`src/rtl/ps2_codes_pkg.sv`:
```
// ps2_codes_pkg: PS/2 scan codes, field encodings and FSM states shared by the clock-set sequencer.
// No ports. Exports the key codes, the SEC/MIN/HOR field select values, state_t and mode_code().
package ps2_codes_pkg;

    localparam logic [7:0] K_BRK   = 8'hF0;
    localparam logic [7:0] K_EXT   = 8'hE0;
    localparam logic [7:0] K_TIME  = 8'h6C;
    localparam logic [7:0] K_ALARM = 8'h75;
    localparam logic [7:0] K_UP    = 8'h73;
    localparam logic [7:0] K_DOWN  = 8'h72;
    localparam logic [7:0] K_LEFT  = 8'h6B;
    localparam logic [7:0] K_RIGHT = 8'h74;
    localparam logic [7:0] K_ENTER = 8'h5A;
    localparam logic [7:0] K_ESC   = 8'h76;

    localparam logic [1:0] SEC = 2'd0;
    localparam logic [1:0] MIN = 2'd1;
    localparam logic [1:0] HOR = 2'd2;

    typedef enum logic [1:0] {
        S_IDLE  = 2'd0,
        S_TIME  = 2'd1,
        S_ALARM = 2'd2
    } state_t;

    // The active mode is reported as the scan code that selected it.
    function automatic logic [7:0] mode_code(input state_t s);
        return s == S_TIME ? K_TIME : s == S_ALARM ? K_ALARM : 8'h00;
    endfunction

endpackage

```
`src/rtl/ajuste_reloj_ctrl_if.sv`:
```
// ajuste_reloj_ctrl_if: keyboard-in / counter-control-out bundle of the clock-set sequencer.
// Signals: scan_code[8], rx_done (from PS/2 receiver); estado[8], en[2], Cambio[8], got_data,
// edit_active, blink (to the hour/minute/second counters and display).
// Modports: master = keyboard side / environment, slave = the sequencer.
interface ajuste_reloj_ctrl_if;

    logic [7:0] scan_code;
    logic       rx_done;
    logic [7:0] estado;
    logic [1:0] en;
    logic [7:0] Cambio;
    logic       got_data;
    logic       edit_active;
    logic       blink;

    modport master (
        output scan_code, rx_done,
        input  estado, en, Cambio, got_data, edit_active, blink
    );

    modport slave (
        input  scan_code, rx_done,
        output estado, en, Cambio, got_data, edit_active, blink
    );

endinterface

```
`src/rtl/blink_div.sv`:
```
// blink_div: enable-gated free-running divider; blink toggles each time the counter wraps.
// Ports: clk, rst (sync, active-high), en (run when 1, cleared when 0), blink (square wave out).
module blink_div #(
    parameter int W = 25
) (
    input  logic clk,
    input  logic rst,
    input  logic en,
    output logic blink
);

    logic [W-1:0] cnt;

    always_ff @(posedge clk) begin
        if (rst || !en) begin
            cnt   <= '0;
            blink <= 1'b0;
        end else begin
            cnt <= cnt + W'(1);
            if (&cnt) blink <= !blink;
        end
    end

endmodule

```
`src/rtl/ajuste_reloj_ctrl.sv`:
```
// ajuste_reloj_ctrl: PS/2 scan-code sequencer for the time/alarm set mode of the clock.
// Ports: clk, rst (sync, active-high), bus (ajuste_reloj_ctrl_if.slave):
//   in  scan_code/rx_done; out estado (6C time-set, 75 alarm-set, 00 idle), en (0 sec, 1 min, 2 hour),
//   Cambio (last 73/72), got_data (1-cycle strobe for Cambio), edit_active, blink.
module ajuste_reloj_ctrl
    import ps2_codes_pkg::*;
#(
    parameter int TO_W    = 30,
    parameter int TIMEOUT = 1_000_000_000,
    parameter int BLK_W   = 25
) (
    input logic                clk,
    input logic                rst,
    ajuste_reloj_ctrl_if.slave bus
);

    state_t          state, nxt;
    logic            brk, valid, edit, timeout, adj, exit_key;
    logic [1:0]      en_q;
    logic [7:0]      cambio_q;
    logic            got_q, blink_q;
    logic [TO_W-1:0] timer;

    // valid: a byte that survives the break filter (not F0, not E0, not the byte after F0).
    always_comb begin
        edit     = state != S_IDLE;
        valid    = bus.rx_done && !brk && bus.scan_code != K_BRK && bus.scan_code != K_EXT;
        adj      = valid && edit && (bus.scan_code == K_UP || bus.scan_code == K_DOWN);
        exit_key = valid && edit && (bus.scan_code == K_ENTER || bus.scan_code == K_ESC);
        // A key in the expiry cycle wins over the timeout.
        timeout  = edit && !valid && timer == TO_W'(TIMEOUT - 1);
    end

    always_ff @(posedge clk) begin
        if (rst) state <= S_IDLE;
        else     state <= nxt;
    end

    always_comb begin
        nxt = state;
        if (valid && bus.scan_code == K_TIME)       nxt = S_TIME;
        else if (valid && bus.scan_code == K_ALARM) nxt = S_ALARM;
        else if (exit_key || timeout)               nxt = S_IDLE;
    end

    always_ff @(posedge clk) begin
        if (rst) begin
            brk      <= 1'b0;
            en_q     <= SEC;
            cambio_q <= 8'h00;
            got_q    <= 1'b0;
            timer    <= '0;
        end else begin
            // E0 is transparent to the filter; any other byte either arms or consumes brk.
            if (bus.rx_done && bus.scan_code != K_EXT) brk <= !brk && bus.scan_code == K_BRK;
            got_q <= adj;
            if (adj) cambio_q <= bus.scan_code;
            timer <= (!edit || valid || timeout) ? '0 : timer + TO_W'(1);
            if (nxt == S_IDLE)                                  en_q <= SEC;
            else if (!edit)                                     en_q <= HOR;
            else if (valid && bus.scan_code == K_LEFT)          en_q <= en_q == HOR ? SEC : en_q + 2'd1;
            else if (valid && bus.scan_code == K_RIGHT)         en_q <= en_q == SEC ? HOR : en_q - 2'd1;
        end
    end

    blink_div #(.W(BLK_W)) u_blink (
        .clk   (clk),
        .rst   (rst),
        .en    (edit),
        .blink (blink_q)
    );

    // The divider register lags the exit by one edge, so gate it with the live mode.
    always_comb begin
        bus.estado      = mode_code(state);
        bus.edit_active = edit;
        bus.en          = en_q;
        bus.Cambio      = cambio_q;
        bus.got_data    = got_q;
        bus.blink       = blink_q && edit;
    end

endmodule

```
`src/flat_wrapper.sv`:
```
// flat-port wrapper written by rule: the top's interface ports become plain ports
module ajuste_reloj_ctrl_flat import ps2_codes_pkg::*;
#(
    parameter int TO_W    = 30,
    parameter int TIMEOUT = 1_000_000_000,
    parameter int BLK_W   = 25
)
  (clk, rst, bus_scan_code, bus_rx_done, bus_estado, bus_en, bus_Cambio, bus_got_data, bus_edit_active, bus_blink);
  ajuste_reloj_ctrl_if bus_i ();
  input logic clk;
  input logic rst;
  input wire logic [$bits(bus_i.scan_code)-1:0] bus_scan_code;
  input wire logic [$bits(bus_i.rx_done)-1:0] bus_rx_done;
  output wire logic [$bits(bus_i.estado)-1:0] bus_estado;
  output wire logic [$bits(bus_i.en)-1:0] bus_en;
  output wire logic [$bits(bus_i.Cambio)-1:0] bus_Cambio;
  output wire logic [$bits(bus_i.got_data)-1:0] bus_got_data;
  output wire logic [$bits(bus_i.edit_active)-1:0] bus_edit_active;
  output wire logic [$bits(bus_i.blink)-1:0] bus_blink;
  assign bus_i.scan_code = bus_scan_code;
  assign bus_i.rx_done = bus_rx_done;
  assign bus_estado = bus_i.estado;
  assign bus_en = bus_i.en;
  assign bus_Cambio = bus_i.Cambio;
  assign bus_got_data = bus_i.got_data;
  assign bus_edit_active = bus_i.edit_active;
  assign bus_blink = bus_i.blink;
  ajuste_reloj_ctrl #(.TO_W(TO_W), .TIMEOUT(TIMEOUT), .BLK_W(BLK_W)) u_core (.clk(clk), .rst(rst), .bus(bus_i));
endmodule
```
`config.mk`:
```
export PLATFORM = sky130hd
export DESIGN_NAME = ajuste_reloj_ctrl_flat
export DESIGN_NICKNAME = d
export VERILOG_FILES = /design/src/rtl/ps2_codes_pkg.sv /design/src/rtl/ajuste_reloj_ctrl_if.sv /design/src/rtl/blink_div.sv /design/src/rtl/ajuste_reloj_ctrl.sv /design/src/flat_wrapper.sv
export SDC_FILE = /design/constraint.sdc
export NUM_CORES = 1
export LEC_CHECK = 0
export ABC_CLOCK_PERIOD_IN_PS = 2750
export CAP_MARGIN = 20
export CORE_MARGIN = 2
export CORE_UTILIZATION = 50
export DETAILED_ROUTE_END_ITERATION = 7
export DONT_BUFFER_PORTS = 1
export PLACE_DENSITY = 0.7
export SLEW_MARGIN = 30
export SYNTH_ARGS = -nofsm -noshare
export SYNTH_HDL_FRONTEND = slang
export SYNTH_HIERARCHICAL = 1
export SYNTH_SLANG_ARGS = --single-unit
```
`constraint.sdc`:
```
create_clock -name clk -period 2.75 [get_ports clk]
set_input_delay 0.55 -clock clk [delete_from_list [all_inputs] [get_ports clk]]
set_output_delay 0.55 -clock clk [all_outputs]
set_load 0.1 [all_outputs]
```
Yosys cells after proc, flatten, opt, wreduce, memory -nomap -nowiden

Cells that the tools add are included.

$add $sub $neg: 4
Eq/ne operators: 16
Mux-type cells: 10
Bitwise operators: 1
Reductions and logical operators: 33

Operators by type and width:

| operator                                         | count |
|---|---|
| == test 8 x 7 -> 1 bit, second input constant    | 8 |
| adder 30 x 1 -> 30 bit, second input constant    | 1 |
| == test 30 bit, second input constant            | 1 |
| adder 25 x 1 -> 25 bit, second input constant    | 1 |
| AND reduction 25 bit                             | 1 |
| 2-to-1 mux 2 bit                                 | 8 |
| inequality test 8 bit, second input constant     | 2 |
| logical AND 1 bit                                | 15 |
| == test 8 bit, second input constant             | 1 |
| 2-to-1 mux 8 bit                                 | 1 |
| 2-to-1 mux 7 bit                                 | 1 |
| logical OR 1 bit                                 | 6 |
| == test 2 bit, second input constant             | 2 |
| zero test 1 bit                                  | 4 |
| zero test 2 bit                                  | 2 |
| nonzero test 2 bit                               | 2 |
| OR reduction 2 bit                               | 2 |
| inequality test 3 bit, second input constant     | 1 |
| OR reduction 3 bit                               | 1 |
| adder 2 x 1 -> 2 bit, second input constant      | 1 |
| == test 2 x 1 -> 1 bit, second input constant    | 1 |
| subtractor 2 x 1 -> 2 bit, second input constant | 1 |
| NOT 1 bit                                        | 1 |

Register bits after elaboration: 70
Bits of input ports: 11
Output and inout port bits: 21
Word-level logic and storage cells: 73

Depth between registers and ports, before layout

Depth after elaboration: 13
Mapped depth: 8
Depth with buffers taken out: 7

Modules after synthesis

The synthesis kept the hierarchy.

By module, submodules not included:

| module            | times used | cells an instance | area an instance (um^2) | sequential area each (um^2) |
|---|---|---|---|---|
| ajuste_reloj_ctrl | 1          | 247               | 2194.6                  | 880.8 |
| blink_div         | 1          | 134               | 1183.6                  | 520.5 |

Worst setup path before layout

Ideal clock, no wire load.

Kind: reg2out
Start: reg u_core.state[0]
End: out bus_blink
Arrival time: 2.113 ns
Data required time: 2.200 ns
Path slack: 0.087 ns
Cell stages (with the launch flop): 5
Path buffers: 1
Path through: dfxtp_1 -> inv_1 -> ha_1 -> clkbuf_1 -> nor2b_1

Word-level cells in the longest chain between the ends: 2

Ends and longest elaborated chain:

| element                  | RTL line                | source |
|---|---|---|
| start: declaration       | ajuste_reloj_ctrl.sv:17 | `state_t state, nxt;` |
| start signal: assignment | ajuste_reloj_ctrl.sv:36 | `else state <= nxt;` |
| nonzero test 2 bit       | ajuste_reloj_ctrl.sv:26 | `edit = state != S_IDLE;` |
| logical AND 1 bit        | ajuste_reloj_ctrl.sv:80 | `bus.blink = blink_q && edit;` |
| end: declaration         | flat_wrapper.sv:19      | `output wire logic [$bits(bus_i.blink)-1:0] bus_blink;` |

Every way passes these cells.

Final worst setup path

Start: reg u_core.state[0]
End: out bus_estado[5]

Word-level cells in the longest chain between the ends: 3
Elaborated cells on any way between the ends: 4
Classes of those cells: eq/ne: 2; mux: 2

Ends and longest elaborated chain:

| element            | RTL line            | source |
|---|---|---|
| == test 2 bit      | ps2_codes_pkg.sv:28 | `return s == S_TIME ? K_TIME : s == S_ALARM ? K_ALARM : 8'h00;` |
| 2-to-1 mux 7 bit   | ps2_codes_pkg.sv:28 |  |
| 2-to-1 mux 8 bit * | ps2_codes_pkg.sv:28 |  |
| end: declaration   | flat_wrapper.sv:14  | `output wire logic [$bits(bus_i.estado)-1:0] bus_estado;` |

Mark *: on every way between the ends. The rest lies on a longest branch, timed or not.

==> flow_metrics.py <==
metrics = {
    "placement": {
        "gp_congestion": 0.8086,
        "hpwl_mm": 4.417,
        "pre_cts_ws_ps": 364.9,
        "dpl_cell_area_um2": 3450,
        "dp_cells": 452,
        "io_buffer_count": 0,
    },
    "global_route": {
        "overflow": 0,
        "grt.met1_usage": 0.2350,
        "use_met2": 0.2882,
        "grt_max_degree": 31,
        "grt_pass1_vias": 2447,
        "grt_use_met3": 0.05429,
        "grt_most_used_layer": "met2",
        "antenna_found_initial": 0,
        "track_usage": 0.1824,
        "grt_pass1_wl_mm": 10.97,
    },
    "clock_tree": {
        "root_buffer": "clkbuf_8",
        "holdBufCountCts": 0,
        "cts_buffers": 9,
        "clock_sinks": 70,
        "cts.path.max_buffers": 2,
        "clk_pin_slew_ps": 70,
        "cts_tree": "done",
        "cts_resized": 0,
        "post_cts_buffers": 0,
        "clkLatencyLatePin_ps": 340,
        "htree_levels": 3,
    },
    "floorplan": {
        "initial_core_util": 0.5231,
        "num_rows": 29,
        "die_area_um2": 7430,
        "fp.dieH_um": 86.20,
        "die_x_um": 86.20,
        "io_pins": 32,
        "core_area_um2": 6459,
    },
    "synthesis": {
        "ys_seq_area_frac": 0.4148,
        "ys_warn_count": 6,
        "yosysTopAreaCellShare": 0.4148,
        "synth_edf_count": 0,
        "synth_top_cell_by_area": "dfxtp_1",
        "yosysMostFrequentCell": "dfxtp_1",
        "synth_commonest_cells": "dfxtp_1 (70), nor2_1 (58), nand4_1 (26)",
        "async_flop_share": 0,
        "ys_types": 54,
        "synth_seq_cells": 70,
        "syn_area_per_cell_um2": 8.867,
        "netlist_top_cells_area": "dfxtp_1 (41%), nor2_1 (6.4%), xor2_1 (6.2%), nand4_1 (4.8%), xnor2_1 (3.6%)",
        "synth_cells": 381,
        "syn-cell-area_um2": 3378,
        "synth-main-ff-cell": "dfxtp_1",
    },
    "worst_setup_path": {
        "cp_slowest_cell": "ha_4",
        "cpLargestDelayFamily": "adder cells",
        "critPathBufInv": 1,
        "arrival_ps": 1680,
        "path_class": "flip-flop to output port",
        "cp.required_ps": 2200,
        "cp_cell_sequence": "inv_1, ha_4",
        "slowest_delay_ps": 840,
        "cp_max_fo": 4,
        "critPathLaunchType": "flip-flop",
        "endpoint_kind": "output port",
    },
    "flow_run": {
        "maxCapViolations": 0,
    },
    "sta": {
        "fin_crit_ps": 2229,
        "setup-violations-final": 0,
        "finalHoldViolCount": 0,
        "worst_hold_slack_ps": 272.0,
        "fin_ws_ps": 520.5,
        "timing.fmax_ghz": 0.4485,
        "tns_ps": 0,
        "rsz0062_at_grt": "no",
        "clock_skew_ps": 9.133,
        "relSlewSlack": 0.3440,
        "worst_pin_slew_ps": 982.6,
        "finalMaxSlewViolations": 0,
        "timing.final.crit_share": 0.8107,
    },
    "layout": {
        "drive_gt1_frac": 0.1125,
        "utilization": 0.5630,
        "final_cell_area_um2": 3636,
        "final_cells": 468,
        "syn_to_final_growth_pct": 7.630,
        "antennaDiodeCount": 0,
        "layout.nets": 405,
    },
    "power": {
        "peakVddDrop_mv": 0.3124,
        "power_density_nw_per_um2": 498.4,
        "p_total_mw": 1.812,
        "p_leak_nw": 1.212,
    },
    "detailed_routing": {
        "final_antenna_net_count": 0,
        "wl_mm": 6.397,
        "drc": 0,
        "drt_iter0_drc": 100,
        "via_per_inst": 5.759,
        "route.vias.total": 2695,
        "routedWlPerCell_um": 13.67,
        "first_pass_iters": 6,
    },
    "worst_hold_path": {
        "worst_hold_path_type": "primary input to flip-flop",
    },
    "run_status": {
        "status": "finished, final reports clean",
    },
}
-- final timing paths --
check	startpoint	to	slack (ps)	cells after the start
worst max register to register	u_core/timer[0]	u_core/timer[21]	550	6
worst min register to register	u_core/timer[0]	u_core/timer[0]	480	1
worst max-delay path	u_core/state[0]	bus_estado[5]	520	2
worst min-delay path	rst	u_core/state[0]	270	1
-- power by group --
group | switching [mW] | total (mW) | internal (mW)
clock network | 0.367 | 0.766 | 0.399
logic | 0.0239 | 0.0323 | 0.00848
registers | 0.000262 | 1.01 | 1.01
-- state kept, by name, indices dropped and copies added, names as in the netlist --
register and flops:
u_core/bus.got_data 1, u_core/u_blink/blink 1, u_core/state 2, u_core/timer 30
u_core/brk 1, u_core/bus.Cambio 8, u_core/bus.en 2, u_core/u_blink/cnt 25
-- per-layer routing --
layer | wire (um) | vias up
li1 | - | 1358
met1 | 3112 | 1282
met2 | 2961 | 49
met3 | 241 | 6
met4 | 81 | 0
met5 | 0 | -
-- cell usage in the layout (no fill, tap or decap), types with 2 or more instances in the layout --
master / synthesis / final
xnor2_1: 14 / 14
ha_1: 8 / 6
a21oi_1: 16 / 16
nor4_1: 5 / 5
buf_4: 5 / 8
o31ai_1: 3 / 3
a31oi_1: 4 / 4
dfxtp_1: 70 / 70
and4_1: 2 / 2
clkinv_2: 0 / 2
or3_1: 6 / 6
nor3_1: 6 / 6
or4_1: 3 / 3
or4b_1: 2 / 2
and3_2: 2 / 2
nand4_1: 26 / 26
nor2b_1: 4 / 3
and3b_1: 4 / 4
nor2_1: 58 / 58
nor3b_2: 2 / 2
mux2i_1: 2 / 2
nand3_1: 20 / 20
a41o_1: 2 / 2
o21ai_0: 9 / 9
inv_1: 15 / 15
nor4_2: 2 / 2
conb_1: 1 / 2
nand2_1: 19 / 19
and2_1: 2 / 2
xor2_1: 24 / 24
a31o_2: 3 / 3
nor3b_1: 5 / 5
clkbuf_8: 0 / 12
and3_1: 8 / 8
-- area by class of cell --
cell class,instances,area [um^2]
clock buffer,13,168.9
clock inverter,3,17.52
fill,597,2823
inverter,15,56.30
multi-input combinational,282,1836
sequential,70,1401
tap,77,96.34
timing repair buffer,8,60.06
-- cell families after synthesis --
family                     after synthesis  synth area share
and+or+nand+nor                        187            0.3163
DFF                                     70            0.4148
AOI/OAI and AO/OA                       45           0.08556
xor gates and xnor gates                38           0.09852
buffers and inverters                   30           0.04815
adders and majority gates                8           0.02963
muxes                                    2          0.005926
other                                    1          0.001110
(Power assumes the default switching activity.)
